<file path="config.mk">
export PLATFORM = sky130hd
export DESIGN_NAME = interrupt_register
export DESIGN_NICKNAME = d
export VERILOG_FILES = /design/src/rtl/interrupt_register.sv
export SDC_FILE = /design/constraint.sdc
export NUM_CORES = 1
export LEC_CHECK = 0
export CAP_MARGIN = 20
export CORE_MARGIN = 5
export CORE_UTILIZATION = 50
export DETAILED_ROUTE_END_ITERATION = 10
export GPL_ROUTABILITY_DRIVEN = 0
export MAX_ROUTING_LAYER = met4
export PLACE_DENSITY = 0.76
export SLEW_MARGIN = 20
export SYNTH_ARGS = -nofsm -noshare
export SYNTH_HDL_FRONTEND = slang
export SYNTH_SLANG_ARGS = --single-unit
</file>
<file path="constraint.sdc">
create_clock -name i_clk -period 1.74 [get_ports i_clk]
set_input_delay 0.261 -clock i_clk [delete_from_list [all_inputs] [get_ports i_clk]]
set_output_delay 0.261 -clock i_clk [all_outputs]
set_load 0.05 [all_outputs]
</file>
<file path="src/rtl/interrupt_register.sv">
// ============================================================================
// interrupt_register
// ----------------------------------------------------------------------------
// Purpose:
//   Holds the interrupt enable, pending and overrun state for three interrupt
//   sources (0 = receive, 1 = transmit, 2 = status). It also keeps a 4-bit
//   saturating overrun counter per source. The CPU reaches it through a small
//   two-register window:
//     addr 0 : [2:0]  ienable (RW)
//              [6:4]  irqstd  (W1C)
//              [10:8] ovr     (W1C)
//              [15]   wr_drop (W1C, sticky)
//     addr 1 : [3:0] cnt0, [7:4] cnt1, [11:8] cnt2 (RO)
//              writing wdata[15]=1 clears all counters
//   CPU writes pass through a two-state write FSM (IDLE -> CAPTURE -> IDLE).
//   The register update happens on the edge that leaves CAPTURE. A single-entry
//   buffer absorbs one write that arrives while CAPTURE is busy. Any further
//   write that arrives while the buffer is full is dropped, and that drop is
//   recorded in wr_drop.
//
// Ports:
//   i_clk          system clock, rising edge
//   i_rst_n        asynchronous active-low reset
//   i_activintreg  set strobe qualifying the three source lines
//   i_irqsucrec    source 0 event line (successful receive)
//   i_irqsuctra    source 1 event line (successful transmit)
//   i_irqstatus    source 2 event line (status change)
//   i_wr           CPU write strobe (single cycle)
//   i_rd           CPU read strobe (single cycle)
//   i_addr         register select
//   i_wdata[15:0]  CPU write data
//   o_rdata[15:0]  registered read data, one cycle after i_rd
//   o_ienable[2:0] interrupt enables, indexed by source
//   o_irqstd[2:0]  pending interrupts, indexed by source
// ============================================================================
module interrupt_register (
    input  logic        i_clk,
    input  logic        i_rst_n,
    input  logic        i_activintreg,
    input  logic        i_irqsucrec,
    input  logic        i_irqsuctra,
    input  logic        i_irqstatus,
    input  logic        i_wr,
    input  logic        i_rd,
    input  logic        i_addr,
    input  logic [15:0] i_wdata,
    output logic [15:0] o_rdata,
    output logic [2:0]  o_ienable,
    output logic [2:0]  o_irqstd
);

    // ------------------------------------------------------------------------
    // Helpers
    // ------------------------------------------------------------------------
    // Overrun counters stick at 15 rather than wrapping to 0.
    function automatic logic [3:0] sat_inc(input logic [3:0] v);
        return (v == 4'hF) ? v : v + 4'd1;
    endfunction

    // ------------------------------------------------------------------------
    // State
    // ------------------------------------------------------------------------
    typedef enum logic {
        S_IDLE    = 1'b0,
        S_CAPTURE = 1'b1
    } wr_state_t;

    wr_state_t   r_state;
    logic        r_cap_addr;
    logic [15:0] r_cap_data;
    logic        r_buf_vld;
    logic        r_buf_addr;
    logic [15:0] r_buf_data;
    logic        r_wr_drop;

    logic [2:0]  r_ien;
    logic [2:0]  r_irq;
    logic [2:0]  r_ovr;
    logic [3:0]  r_cnt [3];
    logic [15:0] r_rdata;

    // ------------------------------------------------------------------------
    // Combinational next-state for the register bank
    // ------------------------------------------------------------------------
    logic        w_apply;
    logic        w_wr0;
    logic        w_wr1;
    logic [2:0]  w_set;
    logic        w_drop;
    logic        w_drop_clr;
    logic [2:0]  w_ien_nxt;
    logic [2:0]  w_irq_nxt;
    logic [2:0]  w_ovr_nxt;
    logic [3:0]  w_cnt_nxt [3];
    logic [15:0] w_reg0;
    logic [15:0] w_reg1;

    // The captured write is committed on the edge that leaves CAPTURE.
    assign w_apply = (r_state == S_CAPTURE);
    assign w_wr0   = w_apply && (r_cap_addr == 1'b0);
    assign w_wr1   = w_apply && (r_cap_addr == 1'b1);

    // Source events count only while that source is enabled. A disabled
    // source never raises a pending bit.
    assign w_set = {i_irqstatus, i_irqsuctra, i_irqsucrec}
                   & {3{i_activintreg}} & r_ien;

    // A write that arrives while the buffer is full has nowhere to go.
    assign w_drop     = i_wr && r_buf_vld;
    assign w_drop_clr = w_wr0 && r_cap_data[15];

    always_comb begin
        w_ien_nxt = r_ien;
        w_irq_nxt = r_irq;
        w_ovr_nxt = r_ovr;
        for (int n = 0; n < 3; n++) begin
            w_cnt_nxt[n] = r_cnt[n];
        end

        if (w_wr0) begin
            w_ien_nxt = r_cap_data[2:0];
        end

        for (int n = 0; n < 3; n++) begin
            logic dis;
            logic clr_irq;
            logic clr_ovr;
            logic clr_cnt;
            logic ovrrun;

            dis     = w_wr0 && !r_cap_data[n];
            clr_irq = w_wr0 && r_cap_data[4+n];
            clr_ovr = w_wr0 && r_cap_data[8+n];
            clr_cnt = w_wr1 && r_cap_data[15];
            // A set that coincides with a clear of the same pending bit
            // re-arms the bit without counting as an overrun.
            ovrrun  = w_set[n] && r_irq[n] && !clr_irq && !dis;

            // Pending bit priority: disable > set > clear.
            if (dis) begin
                w_irq_nxt[n] = 1'b0;
            end else if (w_set[n]) begin
                w_irq_nxt[n] = 1'b1;
            end else if (clr_irq) begin
                w_irq_nxt[n] = 1'b0;
            end

            // Overrun flag priority: disable > overrun > clear.
            if (dis) begin
                w_ovr_nxt[n] = 1'b0;
            end else if (ovrrun) begin
                w_ovr_nxt[n] = 1'b1;
            end else if (clr_ovr) begin
                w_ovr_nxt[n] = 1'b0;
            end

            // If a counter clear and an overrun land on the same edge, the
            // counter restarts at 1.
            if (ovrrun) begin
                w_cnt_nxt[n] = clr_cnt ? 4'd1 : sat_inc(r_cnt[n]);
            end else if (clr_cnt) begin
                w_cnt_nxt[n] = 4'd0;
            end
        end
    end

    // Read views of the two registers. Unused bits read as 0.
    assign w_reg0 = {r_wr_drop, 4'b0000, r_ovr, 1'b0, r_irq, 1'b0, r_ien};
    assign w_reg1 = {4'b0000, r_cnt[2], r_cnt[1], r_cnt[0]};

    // ------------------------------------------------------------------------
    // Write-access FSM with single-entry buffer
    // ------------------------------------------------------------------------
    always_ff @(posedge i_clk or negedge i_rst_n) begin
        if (!i_rst_n) begin
            r_state    <= S_IDLE;
            r_cap_addr <= 1'b0;
            r_cap_data <= 16'h0000;
            r_buf_vld  <= 1'b0;
            r_buf_addr <= 1'b0;
            r_buf_data <= 16'h0000;
        end else begin
            case (r_state)
                S_IDLE: begin
                    if (r_buf_vld) begin
                        // Drain the queued write first. A concurrent wr is
                        // dropped because the buffer is still full.
                        r_cap_addr <= r_buf_addr;
                        r_cap_data <= r_buf_data;
                        r_buf_vld  <= 1'b0;
                        r_state    <= S_CAPTURE;
                    end else if (i_wr) begin
                        r_cap_addr <= i_addr;
                        r_cap_data <= i_wdata;
                        r_state    <= S_CAPTURE;
                    end
                end
                S_CAPTURE: begin
                    r_state <= S_IDLE;
                    if (i_wr && !r_buf_vld) begin
                        r_buf_addr <= i_addr;
                        r_buf_data <= i_wdata;
                        r_buf_vld  <= 1'b1;
                    end
                end
                default: r_state <= S_IDLE;
            endcase
        end
    end

    // ------------------------------------------------------------------------
    // Register bank and read data
    // ------------------------------------------------------------------------
    always_ff @(posedge i_clk or negedge i_rst_n) begin
        if (!i_rst_n) begin
            r_ien     <= 3'b000;
            r_irq     <= 3'b000;
            r_ovr     <= 3'b000;
            r_wr_drop <= 1'b0;
            r_rdata   <= 16'h0000;
            for (int n = 0; n < 3; n++) begin
                r_cnt[n] <= 4'd0;
            end
        end else begin
            r_ien <= w_ien_nxt;
            r_irq <= w_irq_nxt;
            r_ovr <= w_ovr_nxt;
            for (int n = 0; n < 3; n++) begin
                r_cnt[n] <= w_cnt_nxt[n];
            end
            // A new drop beats a clear on the same edge, so no event is lost.
            r_wr_drop <= w_drop | (r_wr_drop & ~w_drop_clr);
            // The read returns the state from before this edge, so a write
            // committing on the same edge is not yet visible.
            if (i_rd) begin
                r_rdata <= i_addr ? w_reg1 : w_reg0;
            end
        end
    end

    assign o_rdata   = r_rdata;
    assign o_ienable = r_ien;
    assign o_irqstd  = r_irq;

endmodule

</file>
==> run_results.csv <==
group,metric,value,unit
floorplanning,ioPinCount,47,
sta,hold_violations,0,
final_layout,fin_cells,389,
route,totalWireLength,5328,microns
final_layout,fin_util,62.43,%
grt,grt_pass1_wl,9011,microns
setup_path,slowest_delay,430,ps
placement,placedCellCount,373,
logic_synthesis,ys_ff_latch,59,
final_layout,regArea,0.001476,sq mm
route,ant_nets,0,
pwr,p_leak,1.550,nW
logic_synthesis,synth.distinct_cells,35,
clocking,clockBufferDepth,2,
pwr,p_per_area,1479,mW/mm^2
logic_synthesis,yosysSeqAreaShare,53.98,%
setup_path,cp_cell_sequence,"nor2b_4 > a21oi_1 > buf_4 > a21oi_1 > nor3_1",
clocking,cts-root-buf,"clkbuf_8",
pwr,ir_worst_vdd,0.7317,mV
job,cap_violations,0,
floorplanning,core_area,0.005405,sq mm
sta,rsz0062_at_grt,"no",
logic_synthesis,async_flop_share,100.0,%
grt,grt_usage,16.86,%
logic_synthesis,syn_area_per_cell,10.36,sq um
sta,fin_crit,1496,ps
route,viasPerCell,5.244,
floorplanning,fp.dieH,83.96,microns
placement,dp_slack,-74.88,ps
sta,whs,456.1,ps
grt,grt_max_degree,60,
final_layout,drive_above_1_share,20.19,%
setup_path,cpLargestDelayFamily,"flip-flops",
grt,grt_pass1_vias,1955,
clocking,cts.sinks,59,
sta,setup_viol,0,
final_layout,antennaDiodeCount,0,
route,drtIter0Drc,128,
sta,finalSetupTns,0,ps
final_layout,nets,341,
route,highest_layer,"met4",
clocking,insertion_delay,340,ps
final_layout,multi_input_area,0.001142,sq mm
logic_synthesis,yosysWarnings,0,
route,met2WireLength,2384,microns
route,wl_per_cell,13.70,microns
final_layout,area_delta_synth_final,23.38,%
final_layout,fillerInstances,462,
floorplanning,die_area,0.007049,sq mm
route,wl_met3,276,microns
placement,place_area,0.003186,sq mm
sta,fmax,668.5,MHz
setup_path,crit_buf_inv,1,
floorplanning,rows,27,
final_layout,final_area,0.003374,sq mm
sta,fin_ws,244.1,ps
floorplanning,initial_core_util,50.60,%
logic_synthesis,syn_inst,264,
sta,fin_crit_sh,85.97,%
sta,timing.final.max_slew_violations,0,
setup_path,endpoint_kind,"register",
route,drtPass1Iterations,4,
logic_synthesis,synth_ff_type,"dfrtp_1",
placement,post-dp-hpwl,3768,microns
setup_path,worstSetupStartpointType,"register",
floorplanning,die_x,83.96,microns
setup_path,worstPathRequired,1940,ps
run_status,status,"completed",
clocking,numCtsBuffers,9,
setup_path,cpMaxStageDelayCell,"dfrtp_1",
logic_synthesis,synth_area_leaders,"dfrtp_1 (54%), mux2i_1 (7.3%), mux2_2 (5.8%), a21oi_1 (4.4%), nand2_1 (4.3%)",
logic_synthesis,synth_top_area_share,53.98,%
setup_path,path_class,"register to register",
pwr,p_total,4.989,mW
clocking,path_clk_slew,60,ps
hold_path,hp-class,"input pin to asynchronous set/reset pin",
route,wl_met1,2552,microns
logic_synthesis,syn_area,0.002735,sq mm
logic_synthesis,synth_top_area_cell,"dfrtp_1",
grt,grt_overflow,0,
sta,clock-skew-final,4.060,ps
clocking,cts_setup_buffers,0,
clocking,h-tree-depth,3,
setup_path,critPathMostFrequentCell,"a21oi_1",
placement,io_buffers,37,
grt,antenna_found_initial,0,
clocking,cts_tree,"built",
logic_synthesis,synth_edf_count,0,
setup_path,crit_arrival,1700,ps
route,vias,2040,
route,drcViolationCount,0,
setup_path,critical_path.max_fanout,16,
[cell type report]
class | count | area share, %
clock buffer | 13 | 5.006
clock inverter | 2 | 0.2966
inverter | 9 | 1.001
multi-input combinational | 181 | 33.85
sequential | 59 | 43.75
tap | 72 | 2.670
timing repair buffer | 53 | 13.42
[synthesized netlist by cell type (all sizes together) (2+ instances only)]
cell type / number
a21o: 3
a21oi: 24
a31oi: 3
and3: 3
buf: 10
clkbuf: 7
dfrtp: 59
ha: 3
inv: 9
mux2: 14
mux2i: 20
nand2: 31
nand2b: 3
nand3: 15
nand3b: 2
nand4: 4
nor2: 11
nor3: 4
o21ai: 23
o31ai: 2
or3: 2
[where the power goes]
group          total, mW  switching, mW  internal [mW]
logic               1.64          0.976          0.660
registers           2.22          0.399           1.82
clock network       1.13          0.512          0.621
total               4.99           1.89           3.10
[sequential cells by signal (all words and copies together) (netlist names)]
name / flops
r_buf_vld: 1
r_cap_data: 10
r_wr_drop: 1
r_buf_data: 10
r_ovr: 3
r_cap_addr: 1
o_ienable: 3
o_irqstd: 3
r_buf_addr: 1
r_state: 1
r_cnt: 12
o_rdata: 13
[per-layer routing]
metal	up-vias	track usage, %
li1	1029	-
met1	962	20.70
met2	40	24.87
met3	9	5.133
met4	0	9.211
met5	-	-
[cell families after synthesis]
family / after synthesis / share of synthesized area (%)
other: 1 / 0.1371
and+or+nand+nor: 77 / 13.40
AOI/OAI and AO/OA: 64 / 13.50
muxes: 34 / 13.08
DFF: 59 / 53.98
adders and majority gates: 3 / 1.373
buffers and inverters: 26 / 4.529
[placed cells by master, fill, tap and decap left out, types with 2 or more instances in the layout]
cell / netlist / routed
dfrtp_1: 59 / 59
buf_4: 3 / 33
nand2_1: 31 / 31
a21oi_1: 24 / 24
o21ai_0: 23 / 23
mux2i_1: 20 / 20
clkdlybuf4s50_1: 0 / 17
nand3_1: 15 / 15
mux2_2: 14 / 14
clkbuf_8: 0 / 12
nor2_1: 11 / 11
inv_1: 9 / 9
nand4_1: 4 / 4
nor3_1: 4 / 4
nand2b_1: 3 / 3
a21o_1: 3 / 3
and3_1: 3 / 3
a31oi_1: 3 / 3
ha_1: 3 / 3
conb_1: 1 / 3
or3_1: 2 / 2
o31ai_1: 2 / 2
nand3b_1: 2 / 2
clkinv_2: 0 / 2
[worst paths after layout]
kind / startpoint / to / slack, ps / depth (start not counted)
setup / recovery: r_cap_addr$_DFFE_PN0P_ / r_cnt[6]$_DFFE_PN0P_ / 240 / 5
hold / removal: i_rst_n / o_rdata[7]$_DFFE_PN0P_ / 460 / 3
setup reg to reg: r_cap_addr$_DFFE_PN0P_ / r_cnt[6]$_DFFE_PN0P_ / 240 / 5
hold reg to reg: r_cap_data[10]$_DFFE_PN0P_ / r_cap_data[10]$_DFFE_PN0P_ / 470 / 2
max in group asynchronous: i_rst_n / r_cnt[9]$_DFFE_PN0P_ / 1030 / 3
min in group i_clk: r_cap_data[10]$_DFFE_PN0P_ / r_cap_data[10]$_DFFE_PN0P_ / 470 / 2
[worst register-to-register path, stage by stage, from the launching register on]
cell and delay [ps]:
dfrtp_1 430, nor2b_4 350, a21oi_1 210, buf_4 170, a21oi_1 130, nor3_1 60
[repair_timing]
item / in CTS / in global routing
hold buffers: 1 / 0
hold endpoints to repair: 59 / 0
gates resized for setup: 0 / 0
endpoints found under the setup margin: 0 / 0
No activity file was read; power rests on OpenSTA's default activity.
